$ cat config.mk
export PLATFORM = sky130hd
export DESIGN_NAME = program_loader
export DESIGN_NICKNAME = d
export VERILOG_FILES = /design/src/rtl/loader_pkg.sv /design/src/rtl/loader_word_packer.sv /design/src/rtl/program_loader.sv
export SDC_FILE = /design/constraint.sdc
export NUM_CORES = 1
export LEC_CHECK = 0
export ABC_AREA = 1
export CAP_MARGIN = 20
export CELL_PAD_IN_SITES_DETAIL_PLACEMENT = 1
export CELL_PAD_IN_SITES_GLOBAL_PLACEMENT = 1
export CORE_ASPECT_RATIO = 1.4
export CORE_MARGIN = 8
export CORE_UTILIZATION = 42
export CTS_CLUSTER_SIZE = 20
export DETAILED_ROUTE_END_ITERATION = 8
export GPL_ROUTABILITY_DRIVEN = 0
export MAX_ROUTING_LAYER = met4
export PLACE_DENSITY_LB_ADDON = 0.1
export SYNTH_ARGS = -nofsm -noshare
export SYNTH_HDL_FRONTEND = slang
export SYNTH_SLANG_ARGS = --single-unit
$ cat constraint.sdc
create_clock -name clock -period 2.57 [get_ports clock]
set_input_delay 0.6425 -clock clock [delete_from_list [all_inputs] [get_ports clock]]
set_output_delay 0.6425 -clock clock [all_outputs]
set_load 0.1 [all_outputs]
$ cat src/rtl/loader_pkg.sv
// -----------------------------------------------------------------------------
// loader_pkg
// Shared definitions for the byte-stream program loader.
//   state_e    : loader FSM states
//   LEN_BYTES  : number of little-endian length bytes that open a frame
//   WORD_BYTES : number of payload bytes packed into one 32-bit memory word
// -----------------------------------------------------------------------------
package loader_pkg;

  localparam int LEN_BYTES  = 4;
  localparam int WORD_BYTES = 4;

  typedef enum logic [2:0] {
    ST_IDLE,
    ST_LEN,
    ST_DATA,
    ST_WRITE,
    ST_CHECK,
    ST_DONE,
    ST_ERROR
  } state_e;

endpackage

$ cat src/rtl/loader_word_packer.sv
// -----------------------------------------------------------------------------
// loader_word_packer
// Packs accepted payload bytes little-endian into four byte lanes and keeps
// the running 8-bit payload checksum.
// Ports:
//   clock, reset_n   : clock, asynchronous active-low reset
//   byte_in          : payload byte
//   accept           : byte_in is consumed this cycle
//   clear            : restart byte position and checksum (new frame)
//   lane_0..lane_3   : packed word, lane 0 holds the first byte of the word
//   word_full        : the next accepted byte completes the current word
//   checksum         : sum of all accepted payload bytes, mod 256
// -----------------------------------------------------------------------------
module loader_word_packer
  import loader_pkg::*;
(
  input  logic       clock,
  input  logic       reset_n,
  input  logic [7:0] byte_in,
  input  logic       accept,
  input  logic       clear,
  output logic [7:0] lane_0,
  output logic [7:0] lane_1,
  output logic [7:0] lane_2,
  output logic [7:0] lane_3,
  output logic       word_full,
  output logic [7:0] checksum
);

  logic [1:0]                  byte_cnt_q, byte_cnt_d;
  logic [WORD_BYTES-1:0][7:0]  lane_q, lane_d;
  logic [7:0]                  sum_q, sum_d;

  always_comb begin
    // NOTE: every variable gets its hold value first so no path leaves it
    // unassigned; otherwise synthesis infers a latch.
    byte_cnt_d = byte_cnt_q;
    lane_d     = lane_q;
    sum_d      = sum_q;
    if (clear) begin
      byte_cnt_d = '0;
      sum_d      = '0;
    end else if (accept) begin
      lane_d[byte_cnt_q] = byte_in;
      // The 2-bit position wraps to lane 0 after the fourth byte.
      byte_cnt_d         = byte_cnt_q + 2'd1;
      sum_d              = sum_q + byte_in;
    end
  end

  // NOTE: state registers use non-blocking assignments so every flop samples
  // the pre-edge values regardless of statement order. The four lane bytes are
  // ordinary flops, not a RAM, so they can and do take a reset value.
  always_ff @(posedge clock or negedge reset_n) begin
    if (!reset_n) begin
      byte_cnt_q <= '0;
      lane_q     <= '0;
      sum_q      <= '0;
    end else begin
      byte_cnt_q <= byte_cnt_d;
      lane_q     <= lane_d;
      sum_q      <= sum_d;
    end
  end

  // Decoded from the position register only, so the FSM can steer to WRITE
  // on the accepting edge without a loop through the accept input.
  assign word_full = (byte_cnt_q == 2'(WORD_BYTES - 1));
  assign checksum  = sum_q;
  assign lane_0    = lane_q[0];
  assign lane_1    = lane_q[1];
  assign lane_2    = lane_q[2];
  assign lane_3    = lane_q[3];

endmodule

$ cat src/rtl/program_loader.sv
// -----------------------------------------------------------------------------
// program_loader
// Drives the load side (port B) of the instruction/data BRAM from a framed
// byte stream: 4 length bytes (LE word count N), 4*N payload bytes, 1 checksum
// byte (payload sum mod 256). One word is written per WRITE cycle.
// Parameters:
//   MEM_SIZE  : words in the target memory
//   BASE_ADDR : word address of the first written word
// Ports:
//   clock, reset_n          : clock, asynchronous active-low reset
//   io_start                : pulse; starts a load from IDLE, DONE or ERROR
//   io_in_data/valid/ready  : byte stream handshake
//   io_en_B, io_load_we     : BRAM port-B enable / write enable (WRITE only)
//   io_instr_addr           : word address of the current write
//   io_load_data_in_0..3    : byte lanes, lane 0 = first byte of the word
//   io_busy/done/error      : load status
// All outputs come from registers or a decode of the state register.
// -----------------------------------------------------------------------------
module program_loader
  import loader_pkg::*;
#(
  parameter int MEM_SIZE  = 1024,
  parameter int BASE_ADDR = 0
) (
  input  logic        clock,
  input  logic        reset_n,
  input  logic        io_start,
  input  logic [7:0]  io_in_data,
  input  logic        io_in_valid,
  output logic        io_in_ready,
  output logic        io_en_B,
  output logic        io_load_we,
  output logic [31:0] io_instr_addr,
  output logic [7:0]  io_load_data_in_0,
  output logic [7:0]  io_load_data_in_1,
  output logic [7:0]  io_load_data_in_2,
  output logic [7:0]  io_load_data_in_3,
  output logic        io_busy,
  output logic        io_done,
  output logic        io_error
);

  // Largest word count that still fits between BASE_ADDR and the memory end.
  localparam logic [31:0] MAX_WORDS = 32'(MEM_SIZE - BASE_ADDR);
  localparam logic [31:0] BASE_WORD = 32'(BASE_ADDR);

  state_e      state_q, state_d;
  logic [31:0] len_q, len_d;
  logic [1:0]  len_cnt_q, len_cnt_d;
  logic [31:0] word_idx_q, word_idx_d;
  logic [31:0] addr_q, addr_d;

  logic [31:0] new_len;
  logic [31:0] next_idx;
  logic        pk_accept;
  logic        pk_clear;
  logic        word_full;
  logic [7:0]  checksum;
  logic        restartable;

  assign restartable = (state_q == ST_IDLE) || (state_q == ST_DONE) ||
                       (state_q == ST_ERROR);
  assign pk_clear    = restartable && io_start;
  assign pk_accept   = (state_q == ST_DATA) && io_in_valid;

  // Length bytes arrive LSB first: shifting each new byte in at the top
  // leaves the first byte in bits 7:0 after four shifts.
  assign new_len  = {io_in_data, len_q[31:8]};
  assign next_idx = word_idx_q + 32'd1;

  loader_word_packer u_packer (
    .clock     (clock),
    .reset_n   (reset_n),
    .byte_in   (io_in_data),
    .accept    (pk_accept),
    .clear     (pk_clear),
    .lane_0    (io_load_data_in_0),
    .lane_1    (io_load_data_in_1),
    .lane_2    (io_load_data_in_2),
    .lane_3    (io_load_data_in_3),
    .word_full (word_full),
    .checksum  (checksum)
  );

  always_comb begin
    state_d    = state_q;
    len_d      = len_q;
    len_cnt_d  = len_cnt_q;
    word_idx_d = word_idx_q;
    addr_d     = addr_q;

    unique case (state_q)
      ST_IDLE, ST_DONE, ST_ERROR: begin
        if (io_start) begin
          state_d    = ST_LEN;
          len_d      = '0;
          len_cnt_d  = '0;
          word_idx_d = '0;
        end
      end

      ST_LEN: begin
        if (io_in_valid) begin
          len_d     = new_len;
          len_cnt_d = len_cnt_q + 2'd1;
          if (len_cnt_q == 2'(LEN_BYTES - 1)) begin
            if ((new_len == 32'd0) || (new_len > MAX_WORDS)) begin
              state_d = ST_ERROR;
            end else begin
              state_d = ST_DATA;
            end
          end
        end
      end

      ST_DATA: begin
        if (io_in_valid && word_full) begin
          // Address is captured with the completing byte so it holds steady
          // through WRITE and afterwards.
          addr_d  = BASE_WORD + word_idx_q;
          state_d = ST_WRITE;
        end
      end

      ST_WRITE: begin
        word_idx_d = next_idx;
        state_d    = (next_idx == len_q) ? ST_CHECK : ST_DATA;
      end

      ST_CHECK: begin
        if (io_in_valid) begin
          state_d = (io_in_data == checksum) ? ST_DONE : ST_ERROR;
        end
      end

      default: state_d = ST_IDLE;
    endcase
  end

  always_ff @(posedge clock or negedge reset_n) begin
    if (!reset_n) begin
      state_q    <= ST_IDLE;
      len_q      <= '0;
      len_cnt_q  <= '0;
      word_idx_q <= '0;
      addr_q     <= '0;
    end else begin
      state_q    <= state_d;
      len_q      <= len_d;
      len_cnt_q  <= len_cnt_d;
      word_idx_q <= word_idx_d;
      addr_q     <= addr_d;
    end
  end

  assign io_in_ready   = (state_q == ST_LEN) || (state_q == ST_DATA) ||
                         (state_q == ST_CHECK);
  assign io_en_B       = (state_q == ST_WRITE);
  assign io_load_we    = (state_q == ST_WRITE);
  assign io_busy       = (state_q == ST_LEN) || (state_q == ST_DATA) ||
                         (state_q == ST_WRITE) || (state_q == ST_CHECK);
  assign io_done       = (state_q == ST_DONE);
  assign io_error      = (state_q == ST_ERROR);
  assign io_instr_addr = addr_q;

endmodule

; ---- After elaboration in Yosys (flattened, before gate mapping)
; Index checks and enable logic that the tools add are counted.
[word_totals]
word_cells = 79
register_bits = 143
inputBits = 12
out_inout_bits = 70
[op_classes]
reduce_logical = 22
n_eq_ne = 15
n_addsub = 4
order_cmp = 3
n_bitwise = 1
muxes = 23
[op_table]
columns = cell, count
row1 = $pmux 32 s2, 2
row2 = $mux 32, 2
row3 = $add 32x1->32 const B, 1
row4 = $bwmux 32, 1
row5 = $eq 32x32->1, 1
row6 = $gt 32x11->1 const B, 1
row7 = $logic_not 32->1, 1
row8 = $mux 8, 3
row9 = $mux 3, 7
row10 = $demux 8 s2, 1
row11 = $pmux 3 s5, 1
row12 = $mux 2, 5
row13 = $ne 2x2->1 const B, 5
row14 = $eq 3x3->1 const B, 3
row15 = $add 8x8->8, 1
row16 = $eq 8x8->1, 1
row17 = $logic_or 1x1->1, 7
row18 = $eq 3x2->1 const B, 2
row19 = $reduce_and 2->1, 3
row20 = $reduce_bool 2->1, 3
row21 = $reduce_and 5->1, 1
row22 = $add 2x1->2 const B, 2
row23 = $eq 2x2->1 const B, 2
row24 = $logic_and 1x1->1, 4
row25 = other kinds (8), 8

; ---- Depth between registers and ports, before layout
; Gate-level depths: netlist of the first run.
[logic_depth]
word_depth = 6
depth_mapped = 18
mapped_depth_nobuf = 18

; ---- By module
; From an unflattened synthesis of the first run, not the netlist that was laid out.
[hier_totals]
cells_unflattened = 1053
area_unflattened_um2 = 7935.1
[by_module_without_submodules]
columns = mod, cells_each, seq_area_each_um2, instances, area_per_inst_um2
row1 = program_loader, 846, 2527.4, 1, 5977.0
row2 = loader_word_packer, 207, 1051.0, 1, 1958.1

; ---- Worst setup path before layout of the first run
; No wires, ideal clock.
[synth_path]
path_type = register to output
from = register state_q[2]
to = output io_load_we
path_stages_with_launch = 6
path_buffers = 4
arrival_time_ns = 2.605
setup_slack_ns = -0.678
t_required_ns = 1.928
path_cell_list = dfrtp_1 clkbuf_1 nor3_1 clkbuf_1 clkbuf_1 buf_4
[synth_between]
elab_chain_cells = 1
[synth_lines]
columns = element, line
row1 = from (decl), program_loader.sv:47  ; state_e state_q, state_d;
row2 = from (signal assigned), program_loader.sv:148  ; state_q <= state_d;
row3 = $eq 3x2->1, --
row4 = to (decl), program_loader.sv:32  ; output logic io_load_we,
; No other way between the ends.

; ---- Final worst setup path of the first run
[layout_path]
from = register state_q[1]
to = output io_in_ready
[layout_between]
elab_chain_cells = 3
elab_cells_between_ends = 5
classes_between = eq/ne (3) / reduce/logical (2)
[layout_lines]
columns = element, line
row1 = $eq 3x1->1 or $eq 3x2->1 (tied branches), program_loader.sv:156  ; assign io_in_ready = (state_q == ST_LEN) || (state_q == ST_DATA) ||
row2 = $logic_or 1x1->1, program_loader.sv:156
row3 = $logic_or 1x1->1 *, program_loader.sv:156
row4 = to (decl), program_loader.sv:30  ; output logic io_in_ready,
; Every way passes the cells marked *; elsewhere a longest branch is shown, timed or not.

==> metrics.yaml, run 1 <==
run_status:
  outcome: "complete, no violations"
yosys:
  synth_area_leader_cell: "dfrtp_1"
  synth_cell_types: 33
  post_synth.cell_area_avg_um2: 7.66
  syn-instance-count: 975
  syn_area_um2: 7470
  yosysTopAreaCellShare_pct: 47.9
  synth_fp_nets: 1001
  ys_warn_count: 0
  ys_seq_area_share_pct: 47.9
  synth_seq_cells: 143
  synth_area_leaders: "dfrtp_1 48%, nand2_1 14%, nand3_1 8.3%, o21ai_0 7.5%, inv_1 5.4%"
setup_path:
  crit_path_max_fanout: 5
  crit_path_end_kind: "primary output"
  startpoint_type: "register"
  worstSetupPathType: "reg -> out"
  worstPathArrival_ns: 1.84
  cp_data_required_time_ns: 1.93
detailed_routing:
  drt.antenna.violating_nets: 0
  post-route-drc-count: 0
  firstDrtPassIters: 5
  vias: 7010
  detail_route.wl_per_cell_um: 18.7
  routed_wl_um: 24800
  drt-initial-drc-count: 398
  viasPerCell: 5.27
floorplanning:
  die_w_um: 129
  std_cell_rows: 57
  dieArea_um2: 22400
  start_util_pct: 42.9
  core-area_um2: 17400
  die_h_um: 174
  pin_count: 82
power:
  total_power_mw: 10.6
  power_density_nw_per_um2: 1140
  p_leak_nw: 4.56
  peakVddDrop_mv: 0.998
global_route:
  grt_use_total_pct: 23.7
  grt_pass1_wl_um: 40300
  grt_pass1_vias: 7656
  grt_max_degree: 81
  overflow: 0
  antenna_found_initial: 0
timing:
  setup_viol: 0
  fin_ws_ns: 0.0908
  final.min_clock_period_ns: 2.48
  fmax_ghz: 0.403
  setup_tns_ns: 0
  report.final.slew_viol_count: 0
  post-route-period-util_pct: 96.5
  tightestPinTransition_ns: 0.483
  fin_skew_ns: 0.0131
  final-hold-violation-count: 0
  maxSlewHeadroom_pct: 67.8
layout:
  nets: 1106
  fillers: 2195
  antenna_cells: 0
  layout-drive-gt1-share_pct: 16.0
  area_delta_synth_final_pct: 24.6
  fin_cells: 1329
hold_path:
  min_path_type: "in -> async"
clock_network:
  root_buffer: "clkbuf_16"
  ctsHoldBuffers: 0
  clock_latency_ns: 0.44
  cts.sinks: 143
  tritoncts: "built"
  clockBufferDepth: 2
  clkTransAtPathRegs_ns: 0.07
  cts_buffers: 17
  h-tree-depth: 4
placement:
  dp_cells: 1296
  hpwlAfterDp_um: 18100
  place_ws_ns: -0.0511
  io_buffer_count: 81
run:
  drv_cap: 0
-- area by class of cell --
type	count	area, um^2	area share [%]
clock buffers	17	425	4.57
clock inverters	15	189	2.03
inverters	115	432	4.64
multi-input cells	689	3370	36.2
flip-flops and latches	143	3580	38.4
well taps	236	295	3.17
repair buffers	114	1020	11.0
-- cells by family after synthesis --
family	count (synthesis)	synth area share [%]
AND/OR/NAND/NOR	510	30.2
AO/OA/AOI/OAI	156	11.1
buffers and inverters	143	7.35
flip-flops	143	47.9
adder cells (fa/ha/maj)	14	2.45
XOR/XNOR	9	1.06
-- power breakdown --
part	internal (mW)	switching, mW	total (mW)
sequential	2.65	0.348	2.99
clock	1.32	1.22	2.54
combinational	1.34	3.73	5.08
total	5.31	5.30	10.6
-- flip-flops by register name, indices dropped and copies added (netlist names) --
register             flops
u_packer.checksum        8
len_cnt_q                2
u_packer.byte_cnt_q      2
len_q                   32
u_packer.lane_3          8
io_instr_addr           32
u_packer.lane_2          8
u_packer.lane_1          8
word_idx_q              32
u_packer.lane_0          8
state_q                  3
-- per-stage QoR --
stage / util, % / cell area (um^2) / hold slack, ns
floorplan: - / 7480 / 0.347
global placement: 49.9 / 8680 / 0.466
detailed placement: 49.9 / 8680 / 0.474
CTS: 53.4 / 9290 / 0.155
global route: 53.5 / 9310 / 0.173
finish: 53.5 / 9310 / 0.139
-- routing by layer --
layer | GRT usage [%] | share of wire (%) | vias up
met2 | 40.6 | 53 | 121
met4 | 8.99 | 2.6 | 0
met1 | 26.8 | 42 | 3462
met3 | 4.13 | 2.9 | 41
li1 | - | - | 3386
met5 | - | 0 | -
-- layout by cell type (no fill, tap or decap), types with 3 or more instances in the layout --
| master | count |
|---|---|
| o21ai_1 | 10 |
| nor2_2 | 9 |
| nand2_2 | 5 |
| nor4_1 | 6 |
| nor2_8 | 3 |
| ha_1 | 12 |
| xor2_1 | 9 |
| dfrtp_1 | 142 |
| o21ai_0 | 112 |
| a31oi_1 | 3 |
| buf_12 | 11 |
| buf_4 | 92 |
| nor2_1 | 54 |
| clkinv_8 | 6 |
| nand4_1 | 8 |
| nor2_4 | 6 |
| inv_8 | 5 |
| o22ai_1 | 18 |
| a21oi_1 | 7 |
| or2_2 | 3 |
| inv_1 | 107 |
| nor3_1 | 4 |
| clkdlybuf4s50_1 | 10 |
| clkbuf_16 | 17 |
| inv_2 | 7 |
| nand3_1 | 123 |
| nand2_1 | 284 |
-- worst max-delay path: stages (launching register included) --
cell and delay, ns:
dfrtp_1 0.42, inv_1 0.18, nand2_1 0.15, nor2_2 0.18, inv_1 0.12, nand3b_1 0.16, buf_12 0.19
-- timing repair --
action                                  4_1_cts  5_1_grt
endpoints found under the setup margin        0        3
buffers inserted                              0        1
resized for setup                             0        5
-- path summary, 6_finish.rpt --
path,end,depth (start not counted),start,slack [ns]
min,io_instr_addr[24],1,reset_n,0.14
min reg2reg,io_instr_addr[17],2,io_instr_addr[17],0.49
max in group asynchronous,state_q[2],2,reset_n,1.76
min in group clock,io_instr_addr[17],2,io_instr_addr[17],0.49
max reg2reg,state_q[1],17,word_idx_q[1],0.20
max,io_in_ready,6,state_q[1],0.09
-- synthesized netlist by cell type (all sizes together) --
| cell | number |
|---|---|
| inv | 114 |
| a31oi | 3 |
| o21ai | 122 |
| o21bai | 2 |
| nand4 | 8 |
| xor2 | 9 |
| a32o | 2 |
| or2 | 3 |
| buf | 10 |
| nand3 | 124 |
| a21oi | 7 |
| o22ai | 18 |
| clkinv | 1 |
| ha | 13 |
| fa | 1 |
| dfrtp | 143 |
| nor3 | 5 |
| nor2 | 72 |
| nor4 | 6 |
| o31ai | 1 |
| clkbuf | 18 |
| a22o | 1 |
| nand2 | 291 |
| nand3b | 1 |
Power figures use the tool's default switching activity.
==> run 2, diff against run 1 <==
--- a/config.mk
+++ b/config.mk
@@ -14,7 +14,6 @@
 export CORE_UTILIZATION = 42
 export CTS_CLUSTER_SIZE = 20
 export DETAILED_ROUTE_END_ITERATION = 8
-export GPL_ROUTABILITY_DRIVEN = 0
 export MAX_ROUTING_LAYER = met4
 export PLACE_DENSITY_LB_ADDON = 0.1
 export SYNTH_ARGS = -nofsm -noshare
==> results of run 2 <==
Final layout, timing and power as in run 1 (identical DEF).
==> run 3, diff against run 2 <==
--- a/config.mk
+++ b/config.mk
@@ -16,6 +16,7 @@
 export DETAILED_ROUTE_END_ITERATION = 8
 export MAX_ROUTING_LAYER = met4
 export PLACE_DENSITY_LB_ADDON = 0.1
+export SLEW_MARGIN = 20
 export SYNTH_ARGS = -nofsm -noshare
 export SYNTH_HDL_FRONTEND = slang
 export SYNTH_SLANG_ARGS = --single-unit
==> constraint.sdc (replaced) <==
create_clock -name clock -period 2.7 [get_ports clock]
set_input_delay 0.675 -clock clock [delete_from_list [all_inputs] [get_ports clock]]
set_output_delay 0.675 -clock clock [all_outputs]
set_load 0.1 [all_outputs]
==> run 3 against run 2 <==
Compared with the run above: die area is the same; highest routed layer unchanged; routed wire length down 1.1%; sequential share of layout area rose by 0.50 points.
==> metrics.yaml, run 3 (synthesis gave the netlist of run 1 again) <==
run_status:
  outcome: "complete, no violations"
clock_network:
  ctsHoldBuffers: 0
  clkTransAtPathRegs_ns: 0.07
  h-tree-depth: 4
  cts.sinks: 143
  ctsResizeCount: 0
  root_buffer: "clkbuf_16"
  clock_latency_ns: 0.44
  cts_buffers: 17
  tritoncts: "built"
  clockBufferDepth: 2
  cts_setup_buffers: 0
global_route:
  overflow: 0
  grt_pass1_vias: 7626
  groute.layer.met1.usage_pct: 26.8
  grt_pass1_wl_um: 40000
  top_usage_layer: "met2"
  grt.met2_usage_pct: 40.5
  antenna_found_initial: 1
  gr-usage-met3_pct: 4.16
  grt_use_total_pct: 23.6
  grt_max_degree: 81
floorplanning:
  die_w_um: 129
  die_h_um: 174
  core-area_um2: 17400
  dieArea_um2: 22400
  std_cell_rows: 57
  pin_count: 82
  start_util_pct: 42.9
placement:
  place_ws_ns: -0.131
  dp_cells: 1288
  hpwlAfterDp_um: 18000
  finalWeightedCongestion: 0.887
  post_dp_cell_area_um2: 8570
  io_buffer_count: 81
layout:
  finalCoreUtilization_pct: 52.8
  fillers: 2234
  multi_input_area_um2: 3350
  fin_cells: 1321
  nets: 1097
  area_delta_synth_final_pct: 23.0
  regArea_um2: 3580
  final_cell_mix: "284 x nand2_1, 143 x dfrtp_1, 124 x nand3_1"
  fin_area_um2: 9190
  layout-drive-gt1-share_pct: 14.8
  layout_commonest_cell: "nand2_1"
timing:
  fin_skew_ns: 0.0166
  setup_viol: 0
  setup_tns_ns: 0
  final-hold-violation-count: 0
  maxSlewHeadroom_pct: 46.4
  fin_ws_ns: 0.133
  rsz0062_at_grt: "no"
  final.min_clock_period_ns: 2.57
  tightestPinTransition_ns: 0.796
  report.final.slew_viol_count: 0
  fmax_ghz: 0.390
  post-route-period-util_pct: 95.1
  fin_hold_ws_ns: 0.204
power:
  power_density_nw_per_um2: 1080
  peakVddDrop_mv: 1.22
  seq_power_share_pct: 28.5
  pwr-share-clk_pct: 24.3
  p_sw_share_pct: 50.5
  combPwrFrac_pct: 47.1
  internal_power_mw: 4.93
  total_power_mw: 9.94
  power_switching_mw: 5.02
  p_leak_nw: 4.50
setup_path:
  path_cells: "nand2_1 -> nor2_1 -> inv_1 -> nand3b_1 -> buf_12"
  cp_top_family: "simple AND/OR/NAND/NOR gates"
  rrSetupSlack_ns: 0.23
  startpoint_type: "register"
  crit_buf_inv: 2
  critical_path_depth: 5
  r2r_cells: 16
  crit_path_end_kind: "primary output"
  crit_path_max_fanout: 8
  critPathMaxStageDelay_ns: 0.54
  r2r_end: "state_q[1]"
  startpoint: "state_q[2]"
  cp_data_required_time_ns: 2.03
  endpoint: "io_in_ready"
  critPathSlowestCell: "dfrtp_1"
  worstPathArrival_ns: 1.89
  worstSetupPathType: "reg -> out"
  r2r_start: "word_idx_q[0]"
detailed_routing:
  firstDrtPassIters: 4
  drt-initial-drc-count: 455
  detail_route.wl_per_cell_um: 18.6
  viasPerCell: 5.33
  routed_wl_um: 24500
  post-route-drc-count: 0
  drt.antenna.violating_nets: 0
  vias: 7045
run:
  drv_cap: 0
hold_path:
  min_path_type: "in -> async"
==> run 3: cell count changes in the layout (fill, tap and decap cells not counted), sizes merged <==
cell    delta
clkinv     -1
inv        +1
buf        -9
diode      +1
==> run 3: worst register-to-register path: cells and delay by family, from the launching register on <==
family,cells,cell delay (ns)
AND/OR/NAND/NOR,14,1.55
flip-flops,1,0.40
AO/OA/AOI/OAI,1,0.21
adder cells (fa/ha/maj),1,0.22
==> run 3: layout make-up <==
type / count / share of cell area [%]
tap: 236 / 3.21
timing repair buffer: 105 / 9.98
clock buffer: 17 / 4.63
multi-input combinational: 689 / 36.5
antenna: 1 / 0.0272
inverter: 115 / 4.70
sequential: 143 / 38.9
clock inverter: 15 / 2.00
==> run 3: worst min path at each step <==
stage | start | end | slack (ns) | depth (start not counted)
finish | reset_n | io_instr_addr[23] | 0.20 | 1
global route | reset_n | io_instr_addr[23] | 0.24 | 1
CTS | reset_n | io_instr_addr[23] | 0.23 | 1
detailed placement | io_instr_addr[12] | io_instr_addr[12] | 0.47 | 2
global placement | io_instr_addr[25] | io_instr_addr[25] | 0.47 | 2
floorplan | reset_n | io_instr_addr[0] | 0.38 | 0
==> run 3: per-layer routing <==
metal  routed length [um]  vias to the layer above
met1                10300                     3503
li1                     -                     3378
met5                    0                        -
met4                  580                        0
met3                  753                       40
met2                12900                      124
==> run 3: power by group through the flow <==
stage	Combinational [mW]	Sequential (mW)	Clock [mW]
CTS	4.70	2.84	2.45
finish	4.69	2.84	2.42
global placement	4.61	2.86	0
floorplan	1.93	4.12	0
global route	4.99	2.89	2.52
detailed placement	4.69	2.86	0
